===== config.mk =====
export PLATFORM = sky130hd
export DESIGN_NAME = tetris_board_renderer
export DESIGN_NICKNAME = d
export VERILOG_FILES = /design/src/rtl/tetris_pkg.sv /design/src/rtl/tetris_palette.sv /design/src/rtl/tetris_board_renderer.sv
export SDC_FILE = /design/constraint.sdc
export NUM_CORES = 1
export LEC_CHECK = 0
export ABC_AREA = 1
export CAP_MARGIN = 20
export CORE_MARGIN = 2
export CORE_UTILIZATION = 35
export DETAILED_ROUTE_END_ITERATION = 10
export PLACE_DENSITY = 0.7
export SYNTH_ARGS = -nofsm -noshare
export SYNTH_HDL_FRONTEND = slang
export SYNTH_SLANG_ARGS = --single-unit

===== constraint.sdc =====
create_clock -name clk -period 3.3 [get_ports clk]
set_clock_uncertainty 0.15 [all_clocks]
set_input_delay 0.99 -clock clk [delete_from_list [all_inputs] [get_ports clk]]
set_output_delay 0.99 -clock clk [all_outputs]
set_load 0.05 [all_outputs]

===== src/rtl/tetris_pkg.sv =====
// Shared types and constants for the Tetris board renderer.
// Holds cell/colour types, board geometry, palette and region classes.
package tetris_pkg;

  typedef logic [2:0]  cell_t;
  typedef logic [23:0] rgb_t;

  localparam int BOARD_COLS = 10;
  localparam int BOARD_ROWS = 20;
  localparam int H_ACTIVE   = 640;
  localparam int V_ACTIVE   = 480;

  localparam rgb_t PAL_0 = 24'h000000;
  localparam rgb_t PAL_1 = 24'h00FFFF;
  localparam rgb_t PAL_2 = 24'hFFFF00;
  localparam rgb_t PAL_3 = 24'h800080;
  localparam rgb_t PAL_4 = 24'h00FF00;
  localparam rgb_t PAL_5 = 24'hFF0000;
  localparam rgb_t PAL_6 = 24'h0000FF;
  localparam rgb_t PAL_7 = 24'hFF8000;

  localparam rgb_t GRID_RGB = 24'h404040;

  typedef enum logic [1:0] {
    RG_BG,
    RG_BOARD,
    RG_BORDER
  } region_t;

endpackage


===== src/rtl/tetris_palette.sv =====
// Cell code to RGB lookup, purely combinational.
// Ports: code_i (3-bit cell code) -> rgb_o (24-bit colour).
module tetris_palette
  import tetris_pkg::*;
(
  input  logic [2:0]  code_i,
  output logic [23:0] rgb_o
);

  always_comb begin
    rgb_o = PAL_0;
    unique case (code_i)
      3'd0: rgb_o = PAL_0;
      3'd1: rgb_o = PAL_1;
      3'd2: rgb_o = PAL_2;
      3'd3: rgb_o = PAL_3;
      3'd4: rgb_o = PAL_4;
      3'd5: rgb_o = PAL_5;
      3'd6: rgb_o = PAL_6;
      3'd7: rgb_o = PAL_7;
    endcase
  end

endmodule


===== src/rtl/tetris_board_renderer.sv =====
// 3-stage pixel colour pipeline: board cells, border ring, background.
// In: clk, rst_n, pix_x/pix_y, hs_in/vs_in/blank_n_in, cell_data.
// Out: cell_addr, R/G/B, hs_out/vs_out/blank_n_out, frame_start.
// Optional 1-pixel grid on empty cells: define TETRIS_GRID_EN.
module tetris_board_renderer
  import tetris_pkg::*;
#(
  parameter int          CELL_PX    = 20,
  parameter int          BOARD_X0   = 220,
  parameter int          BOARD_Y0   = 40,
  parameter int          BORDER_PX  = 2,
  parameter logic [23:0] BORDER_RGB = 24'hFFFFFF
) (
  input  logic       clk,
  input  logic       rst_n,
  input  logic [9:0] pix_x,
  input  logic [9:0] pix_y,
  input  logic       hs_in,
  input  logic       vs_in,
  input  logic       blank_n_in,
  output logic [7:0] cell_addr,
  input  logic [2:0] cell_data,
  output logic [7:0] R,
  output logic [7:0] G,
  output logic [7:0] B,
  output logic       hs_out,
  output logic       vs_out,
  output logic       blank_n_out,
  output logic       frame_start
);

  localparam int SW = $clog2(CELL_PX);
  localparam int BW = BOARD_COLS * CELL_PX;
  localparam int BH = BOARD_ROWS * CELL_PX;

  localparam logic [9:0] X0  = 10'(BOARD_X0);
  localparam logic [9:0] X1  = 10'(BOARD_X0 + BW);
  localparam logic [9:0] Y0  = 10'(BOARD_Y0);
  localparam logic [9:0] Y1  = 10'(BOARD_Y0 + BH);
  localparam logic [9:0] BX0 = 10'(BOARD_X0 - BORDER_PX);
  localparam logic [9:0] BX1 = 10'(BOARD_X0 + BW + BORDER_PX);
  localparam logic [9:0] BY0 = 10'(BOARD_Y0 - BORDER_PX);
  localparam logic [9:0] BY1 = 10'(BOARD_Y0 + BH + BORDER_PX);
  localparam logic [9:0] HA  = 10'(H_ACTIVE);
  localparam logic [9:0] VA  = 10'(V_ACTIVE);

  localparam logic [SW-1:0] SUB_LAST = SW'(CELL_PX - 1);
  localparam logic [3:0]    COL_LAST = 4'(BOARD_COLS - 1);
  localparam logic [7:0]    ROW_STEP = 8'(BOARD_COLS);

  // stage A state
  logic [SW-1:0] sub_x_q, sub_x_d;
  logic [3:0]    col_q, col_d;
  logic [SW-1:0] sub_y_q, sub_y_d;
  logic [7:0]    row_base_q, row_base_d;
  logic          row_valid_q, row_valid_d;
  logic [7:0]    addr_q, addr_d;
  region_t       reg_a_q, reg_a_d;
  logic          hs_a_q, vs_a_q, bl_a_q, fs_a_q;

  // stage B
  region_t       reg_b_q;
  logic          hs_b_q, vs_b_q, bl_b_q, fs_b_q;

  // stage C (outputs)
  rgb_t          rgb_q, rgb_d;
  logic          hs_c_q, vs_c_q, bl_c_q, fs_c_q;

  logic          in_col, in_row, in_ring, in_vis;
  logic          in_board;
  rgb_t          pal_rgb;

  assign in_col  = (pix_x >= X0) && (pix_x < X1);
  assign in_row  = (pix_y >= Y0) && (pix_y < Y1);
  assign in_vis  = (pix_x < HA) && (pix_y < VA);
  assign in_ring = (pix_x >= BX0) && (pix_x < BX1) &&
                   (pix_y >= BY0) && (pix_y < BY1);
  assign in_board = in_col && in_row && row_valid_q;

  // column tracking: col_d/sub_x_d describe the current pixel
  always_comb begin
    sub_x_d = sub_x_q;
    col_d   = col_q;
    if (pix_x == X0) begin
      sub_x_d = '0;
      col_d   = '0;
    end else if (sub_x_q == SUB_LAST) begin
      sub_x_d = '0;
      if (col_q != COL_LAST)
        col_d = col_q + 4'd1;
    end else begin
      sub_x_d = sub_x_q + SW'(1);
    end
  end

  // row tracking advances once per line, at pix_x == 0
  always_comb begin
    sub_y_d     = sub_y_q;
    row_base_d  = row_base_q;
    row_valid_d = row_valid_q;
    if (pix_x == '0) begin
      if (pix_y == Y0) begin
        sub_y_d     = '0;
        row_base_d  = '0;
        row_valid_d = 1'b1;
      end else begin
        if (sub_y_q == SUB_LAST) begin
          sub_y_d = '0;
          if (row_valid_q)
            row_base_d = row_base_q + ROW_STEP;
        end else begin
          sub_y_d = sub_y_q + SW'(1);
        end
        if (pix_y == Y1)
          row_valid_d = 1'b0;
      end
    end
  end

  // address only moves inside the board so memory reads stay put outside
  always_comb begin
    addr_d = addr_q;
    if (in_board)
      addr_d = row_base_q + 8'(col_d);
  end

  // inside the board rectangle is never border, even with row_valid low
  always_comb begin
    reg_a_d = RG_BG;
    if (in_vis) begin
      if (in_col && in_row)
        reg_a_d = row_valid_q ? RG_BOARD : RG_BG;
      else if (in_ring)
        reg_a_d = RG_BORDER;
    end
  end

  tetris_palette u_pal (
    .code_i (cell_data),
    .rgb_o  (pal_rgb)
  );

`ifdef TETRIS_GRID_EN
  logic grid_a_q, grid_b_q;
`endif

  always_comb begin
    rgb_d = '0;
    if (bl_b_q) begin
      unique case (reg_b_q)
        RG_BORDER: rgb_d = BORDER_RGB;
        RG_BOARD:  rgb_d = pal_rgb;
        default:   rgb_d = '0;
      endcase
`ifdef TETRIS_GRID_EN
      if (reg_b_q == RG_BOARD && cell_data == '0 && grid_b_q)
        rgb_d = GRID_RGB;
`endif
    end
  end

  always_ff @(posedge clk) begin
    if (!rst_n) begin
      sub_x_q     <= '0;
      col_q       <= '0;
      sub_y_q     <= '0;
      row_base_q  <= '0;
      row_valid_q <= 1'b0;
      addr_q      <= '0;
      reg_a_q     <= RG_BG;
      hs_a_q      <= 1'b1;
      vs_a_q      <= 1'b1;
      bl_a_q      <= 1'b0;
      fs_a_q      <= 1'b0;
      reg_b_q     <= RG_BG;
      hs_b_q      <= 1'b1;
      vs_b_q      <= 1'b1;
      bl_b_q      <= 1'b0;
      fs_b_q      <= 1'b0;
      rgb_q       <= '0;
      hs_c_q      <= 1'b1;
      vs_c_q      <= 1'b1;
      bl_c_q      <= 1'b0;
      fs_c_q      <= 1'b0;
`ifdef TETRIS_GRID_EN
      grid_a_q    <= 1'b0;
      grid_b_q    <= 1'b0;
`endif
    end else begin
      sub_x_q     <= sub_x_d;
      col_q       <= col_d;
      sub_y_q     <= sub_y_d;
      row_base_q  <= row_base_d;
      row_valid_q <= row_valid_d;
      addr_q      <= addr_d;
      reg_a_q     <= reg_a_d;
      hs_a_q      <= hs_in;
      vs_a_q      <= vs_in;
      bl_a_q      <= blank_n_in;
      fs_a_q      <= (pix_x == '0) && (pix_y == '0);
      reg_b_q     <= reg_a_q;
      hs_b_q      <= hs_a_q;
      vs_b_q      <= vs_a_q;
      bl_b_q      <= bl_a_q;
      fs_b_q      <= fs_a_q;
      rgb_q       <= rgb_d;
      hs_c_q      <= hs_b_q;
      vs_c_q      <= vs_b_q;
      bl_c_q      <= bl_b_q;
      fs_c_q      <= fs_b_q;
`ifdef TETRIS_GRID_EN
      grid_a_q    <= (sub_x_d == '0) || (sub_y_q == '0);
      grid_b_q    <= grid_a_q;
`endif
    end
  end

  assign cell_addr   = addr_q;
  assign R           = rgb_q[23:16];
  assign G           = rgb_q[15:8];
  assign B           = rgb_q[7:0];
  assign hs_out      = hs_c_q;
  assign vs_out      = vs_c_q;
  assign blank_n_out = bl_c_q;
  assign frame_start = fs_c_q;

endmodule


; Yosys cells after proc, flatten, opt, wreduce, memory -nomap -nowiden
; Memories as Yosys holds them, arrays and structs flattened.
; Index checks and enable logic that the tools add are counted.
[word_totals]
register_bits = 71
romBits = 192
inputBits = 28
output_inout_bits = 36
wordCells = 79
mem_count = 1
[classes]
addsub = 5
magnitude_cmp = 10
n_eq_ne = 8
mux = 14
n_bitwise = 1
n_reduce_logical = 19
[mem_list]
columns = memory, words, width, rd, rd_clocked_by_memory_dff, write_ports, line
row1 = (no name shown), 8, 24, 1, 0, 0, tetris_palette.sv:12  ; unique case (code_i)
[ops]
columns = op, n
row1 = "10-bit by 9-bit < comparator with 1-bit output, second input constant", 5
row2 = 24-bit case mux with 2 select lines, 1
row3 = 8-bit two-way mux, 3
row4 = "10-bit by 6-bit greater-or-equal comparator with 1-bit output, second input constant", 2
row5 = "10-bit by 8-bit greater-or-equal comparator with 1-bit output, second input constant", 2
row6 = 10-bit logical NOT, 2
row7 = 4-bit two-way mux, 3
row8 = "5-bit by 1-bit adder with 5-bit output, second input constant", 2
row9 = "10-bit by 6-bit == test with 1-bit output, second input constant", 1
row10 = "10-bit by 8-bit == test with 1-bit output, second input constant", 1
row11 = "10-bit by 9-bit == test with 1-bit output, second input constant", 1
row12 = "5-bit == test, second input constant", 2
row13 = "10-bit < comparator, second input constant", 1
row14 = 5-bit two-way mux, 2
row15 = 1-bit logical AND, 9
row16 = 8-bit by 4-bit adder with 8-bit output, 1
row17 = "8-bit by 4-bit adder with 8-bit output, second input constant", 1
row18 = 2-bit AND reduction, 3
row19 = 2-bit nonzero test, 3
row20 = "4-bit by 1-bit adder with 4-bit output, second input constant", 1
row21 = 2-bit two-way mux, 2
row22 = "4-bit inequality test, second input constant", 1
row23 = 1-bit two-way mux, 3
row24 = 3-bit AND reduction, 1
row25 = other kinds (4), 4

; Logic depth before layout (Yosys ltp)
; Gate-level depths: netlist of the first run.
[logic_depth]
depth_word = 6
mapped_depth = 16
ltp_nobuf = 16

; Cells and area by module
; From an unflattened synthesis of the first run, not the netlist that was laid out.
[unflattened]
cells_unflattened = 510
hier_area_um2 = 3612.2
[by_module_without_submodules]
columns = module, n_inst, cells_per_inst, area_per_inst_um2, seq_area_each_um2
row1 = tetris_board_renderer, 1, 470, 3365.7, 1401.3
row2 = tetris_palette, 1, 40, 246.5, 0.0

; Worst setup path before layout of the first run
; Ideal clock, no wire load.
[synth_timing]
kind = input to register
startpoint = input pix_x[1]
endpoint = register addr_q[4], in the netlist cell_addr[4]
setup_ps = 110
arrival_ps = 2497
required_ps = 3040
setup_slack_ps = 544
path_stages = 13
n_path_buf = 0
path_cell_list = nor2_1 -> inv_1 -> nor3_1 -> nand2_1 -> o21ai_0 -> nor2_1 -> ha_1 -> nand2_1 -> o21ai_1 -> xor2_1 -> nand3_1 -> nand2_1 -> nor2_1
[synth_between]
word_cells_on_any_way = 8
classes_between = add/sub: 1 / order compare: 2 / eq/ne: 1 / mux: 1 / reduce/logical: 3
[synth_rtl]
columns = element, line
row1 = start: declaration, tetris_board_renderer.sv:16  ; input logic [9:0] pix_x,
row2 = 10-bit by 8-bit == test with 1-bit output, tetris_board_renderer.sv:84  ; if (pix_x == X0) begin
row3 = 4-bit two-way mux, tetris_board_renderer.sv:84
row4 = net col_d[3], tetris_board_renderer.sv:53  ; logic [3:0] col_q, col_d;
row5 = 8-bit by 4-bit adder with 8-bit output, tetris_board_renderer.sv:124  ; addr_d = row_base_q + 8'(col_d);
row6 = end signal: assignment, tetris_board_renderer.sv:195  ; addr_q <= addr_d;
row7 = end: declaration, tetris_board_renderer.sv:57  ; logic [7:0] addr_q, addr_d;
; The timed path passes the listed nets, and every way through them passes these cells.
; A chain may end at the register's enable or synchronous reset.

; Worst setup path after layout of the first run
[layout_timing]
startpoint = input pix_x[1]
endpoint = register addr_q[7], in the netlist cell_addr[7]
; Same word-level chain as after synthesis.

==> results of run 1 <==
-- placed cells by master, fill, tap and decap left out, types with 4 or more instances in the layout --
| master | count |
|---|---|
| nand2_1 | 81 |
| clkbuf_8 | 5 |
| inv_2 | 6 |
| xor2_1 | 10 |
| xnor2_1 | 4 |
| buf_4 | 19 |
| or2_2 | 8 |
| o21ai_0 | 9 |
| inv_1 | 61 |
| o21bai_1 | 4 |
| nand4_1 | 11 |
| nor2_1 | 55 |
| dfxtp_1 | 52 |
| nand3_2 | 4 |
| nor3_1 | 5 |
| a21oi_1 | 20 |
| clkdlybuf4s50_1 | 63 |
| ha_1 | 13 |
| nand3_1 | 30 |
-- flip-flops by register name, summed over array words and instances, names as in the netlist, 2 cells and up --
signal and cells:
sub_y_q 5, cell_addr 8, reg_b_q 2, row_base_q 7, sub_x_q 5, reg_a_q 2, rgb_q 6, col_q 4
-- cell families (layout without fill, tap and decap cells) --
logic type | Yosys count | in the layout | synth area share (%)
adders and majority gates | 14 | 14 | 6.11
buffers and inverters | 95 | 158 | 14.5
other | 1 | 1 | 0.125
AOI/OAI and AO/OA | 43 | 43 | 8.41
and+or+nand+nor | 208 | 208 | 31.9
DFF | 52 | 52 | 34.8
xor gates and xnor gates | 14 | 14 | 4.10
-- per-layer routing --
| layer | vias to the layer above | wire length (µm) | track usage, % |
|---|---|---|---|
| met3 | 6 | 383 | 2.56 |
| met1 | 1250 | 2710 | 16.9 |
| met4 | 0 | 82 | 5.40 |
| met5 | - | 0 | 0 |
| li1 | 1439 | - | - |
| met2 | 65 | 3200 | 27.5 |
-- how the worst min path moves through the flow --
stage / to / slack (ns)
4_1_cts: vs_b_q / 0.27
3_3_place_gp: bl_b_q / 0.24
6_report: bl_b_q / 0.27
2_1_floorplan: bl_b_q / 0.24
5_1_grt: reg_b_q[0] / 0.28
3_5_place_dp: vs_b_q / 0.25
-- worst min-delay path, stage by stage (launching register included) --
cell and delay [ns]:
dfxtp_1 0.32, nand2_1 0.05, inv_1 0.04
-- area by class of cell --
class | count | area [µm²]
multi-input combinational | 280 | 1520
fill | 826 | 4450
sequential | 52 | 1040
clock inverter | 2 | 16.3
clock buffer | 6 | 72.6
inverter | 68 | 255
tap | 105 | 131
timing repair buffer | 82 | 773
-- synth_stat cells (2+ instances only) --
cell | count | area share, %
nand2_2 | 3 | 0.63
inv_1 | 61 | 7.7
or2_2 | 8 | 1.7
o211ai_1 | 2 | 0.50
nor3_1 | 5 | 0.84
a21oi_1 | 20 | 3.3
xnor2_1 | 4 | 1.2
clkbuf_1 | 5 | 0.63
inv_2 | 6 | 0.75
nand2_1 | 81 | 10
nand3_1 | 30 | 5.0
nor2_2 | 3 | 0.63
o21bai_1 | 4 | 1.0
buf_2 | 2 | 0.33
nand3b_1 | 2 | 0.50
a21o_1 | 2 | 0.50
dfxtp_1 | 52 | 35
o21ai_0 | 9 | 1.5
nor2_1 | 55 | 6.9
nand3_2 | 4 | 1.3
buf_4 | 18 | 4.5
xor2_1 | 10 | 2.9
nor2_4 | 3 | 1.1
nand4_1 | 11 | 2.3
o21ai_1 | 3 | 0.50
ha_1 | 13 | 5.4
-- stage by stage --
step,hold WS (ns),setup slack [ns],total power [W],instances,area (µm²)
3_3_place_gp,0.243,-0.0507,0.000775,587,3720
6_report,0.270,0.222,0.00112,595,3800
5_1_grt,0.281,0.00933,0.00118,595,3800
4_1_cts,0.275,0.231,0.00114,595,3800
2_1_floorplan,0.240,0.544,0.000709,427,2990
3_5_place_dp,0.251,-0.0907,0.000778,587,3720
-- where the power goes --
group,total [W],switching [W],internal (W)
Combinational,0.000125,0.0000640,0.0000613
Sequential,0.000638,0.00000308,0.000635
Clock,0.000362,0.000211,0.000151
==> summary.md, run 1 <==
| Metric | Value |
|---|---|
| Layout area overhead | 27.2% |
| Worst-Skew Late Latency | 0.31 ns |
| Post-CTS Setup Bufs | 0 |
| # setup viols final | 0 |
| First-pass GRT wire length | between 10000 and 15000 µm |
| Largest net degree at the start of global routing | 19 |
| Per-cell routed wire length | 10.7 µm |
| Worst path max stage delay | 0.44 ns |
| CTS resizes | 0 |
| Vias in the first global route | 2605 |
| Number of register bits inferred by synthesis | 52 |
| Die area | 9300 µm² |
| Hold Vio Cnt, Final | 0 |
| Port bufs | 63 |
| CTS Buf Count | 5 |
| Period utilization | 93.3% |
| Critical path class | input port to register |
| Antenna viol nets, final | 0 |
| Clock-pin transition on the worst setup and hold timing paths | 0.09 ns |
| CP Launch Type | input port |
| Hold_sp | bl_a_q |
| Hold WC Path Type | register to register |
| Post-synthesis average cell area | 7.00 µm² |
| Pins Over Slew Limit | 0 |
| # nets final | 531 |
| Rel. slew slack | 66.7% |
| Crit path cell chain | clkdlybuf4s50_1 -> nor2_1 -> inv_1 -> nor3_1 -> nand2_1 -> o21ai_0 -> nor2_1 -> ha_1 -> nand2_1 -> nor2_1 -> nand2_1 -> nand2_1 -> nand2_1 -> nand2_1 -> nand3_1 -> nand2_1 -> nor2_1 |
| Total GRT Usage | ~15% |
| Vias per cell | approximately 4.6 |
| HPWL Detailed | about 5100 µm |
| Ant diodes | 0 |
| Chip Height | 96.4 µm |
| Setup TNS | 0 ns |
| Num ports | between 60 and 70 |
| Post-synth EDFFs | 0 |
| Static Leak | 1.70 nW |
| Ys async rst share | 0% |
| RSZ-0062 raised after global routing | no |
| 1st-pass router iterations | 4 |
| Worst Reg-to-Reg Cells | 15 |
| Critical Path AT | 3.14 ns |
| Hold buffer count at CTS | 0 |
| Top delay family on crit path | simple AND/OR/NAND/NOR gates |
| Antenna violations before repair | 0 |
| Remaining routing DRC violations | 0 |
| Row cnt | 33 |
| Max Cap Viol | 0 |
| CP Max Fanout | 5 |
| CORE AREA | between 8000 and 9000 µm² |
| Die Width | 96.4 µm |
| R2R Setup Slk | between 0.6 and 0.7 ns |
| Worst path required time | 3.36 ns |
| Syn Inst Count | around 430 |
| Grt ovf | 0 |
| Iteration-0 DRC count of the detailed router | slightly below 90 |
| FMAX | 325 MHz |
| CTS tree | built |
| H-tree levels | 2 |
| Share of cells above drive strength 1 | between 10% and 20% |
| CP Capture Type | register |
| Worst Path Buf+Inv | 2 |
| Critical Path Stages | 17 |
| Ys flop type | dfxtp_1 |
| Buffer depth of the longest clock path | 2 |
| Critical path endpoint | cell_addr[7] |
| Worst VDD drop | 0.192 mV |
| Worst Setup SP | pix_x[1] |
| Ys Warns | 0 |
| Synthesized Nets | 469 |
| Cell variety after synth | 37 |
| Worst slew pin tran | 0.498 ns |
| Layout Utilization | 46.1% |
| Pwr dens | 296 nW/µm² |
| Fin crit period | 3.08 ns |
| Routed WL | 6380 µm |
| Initial core utilization | between 30 and 40% |
| Seq/Total Area, Yosys | 34.8% |
| Via count | 2760 |
| Placer Congestion | 0.869 |
| Worst Hold Depth | 2 |
| Crit-path most repeated cell | nand2_1 |
| Status | completed |
| R2R Path Start | sub_x_q[0] |
| Crit-path slowest cell | clkdlybuf4s50_1 |
| CTS Root Buffer Type | clkbuf_8 |
| Worst r2r dst | cell_addr[6] |
| Netlist Area Pre-Place | roughly 3000 µm² |
| Clock Sinks | 52 |
(Power assumes the default switching activity.)
==> run 2, diff against run 1 <==
Settings changed: SKIP_LAST_GASP set to 1.
==> results of run 2 <==
The final DEF is identical to that of run 1; final timing and power are the same.
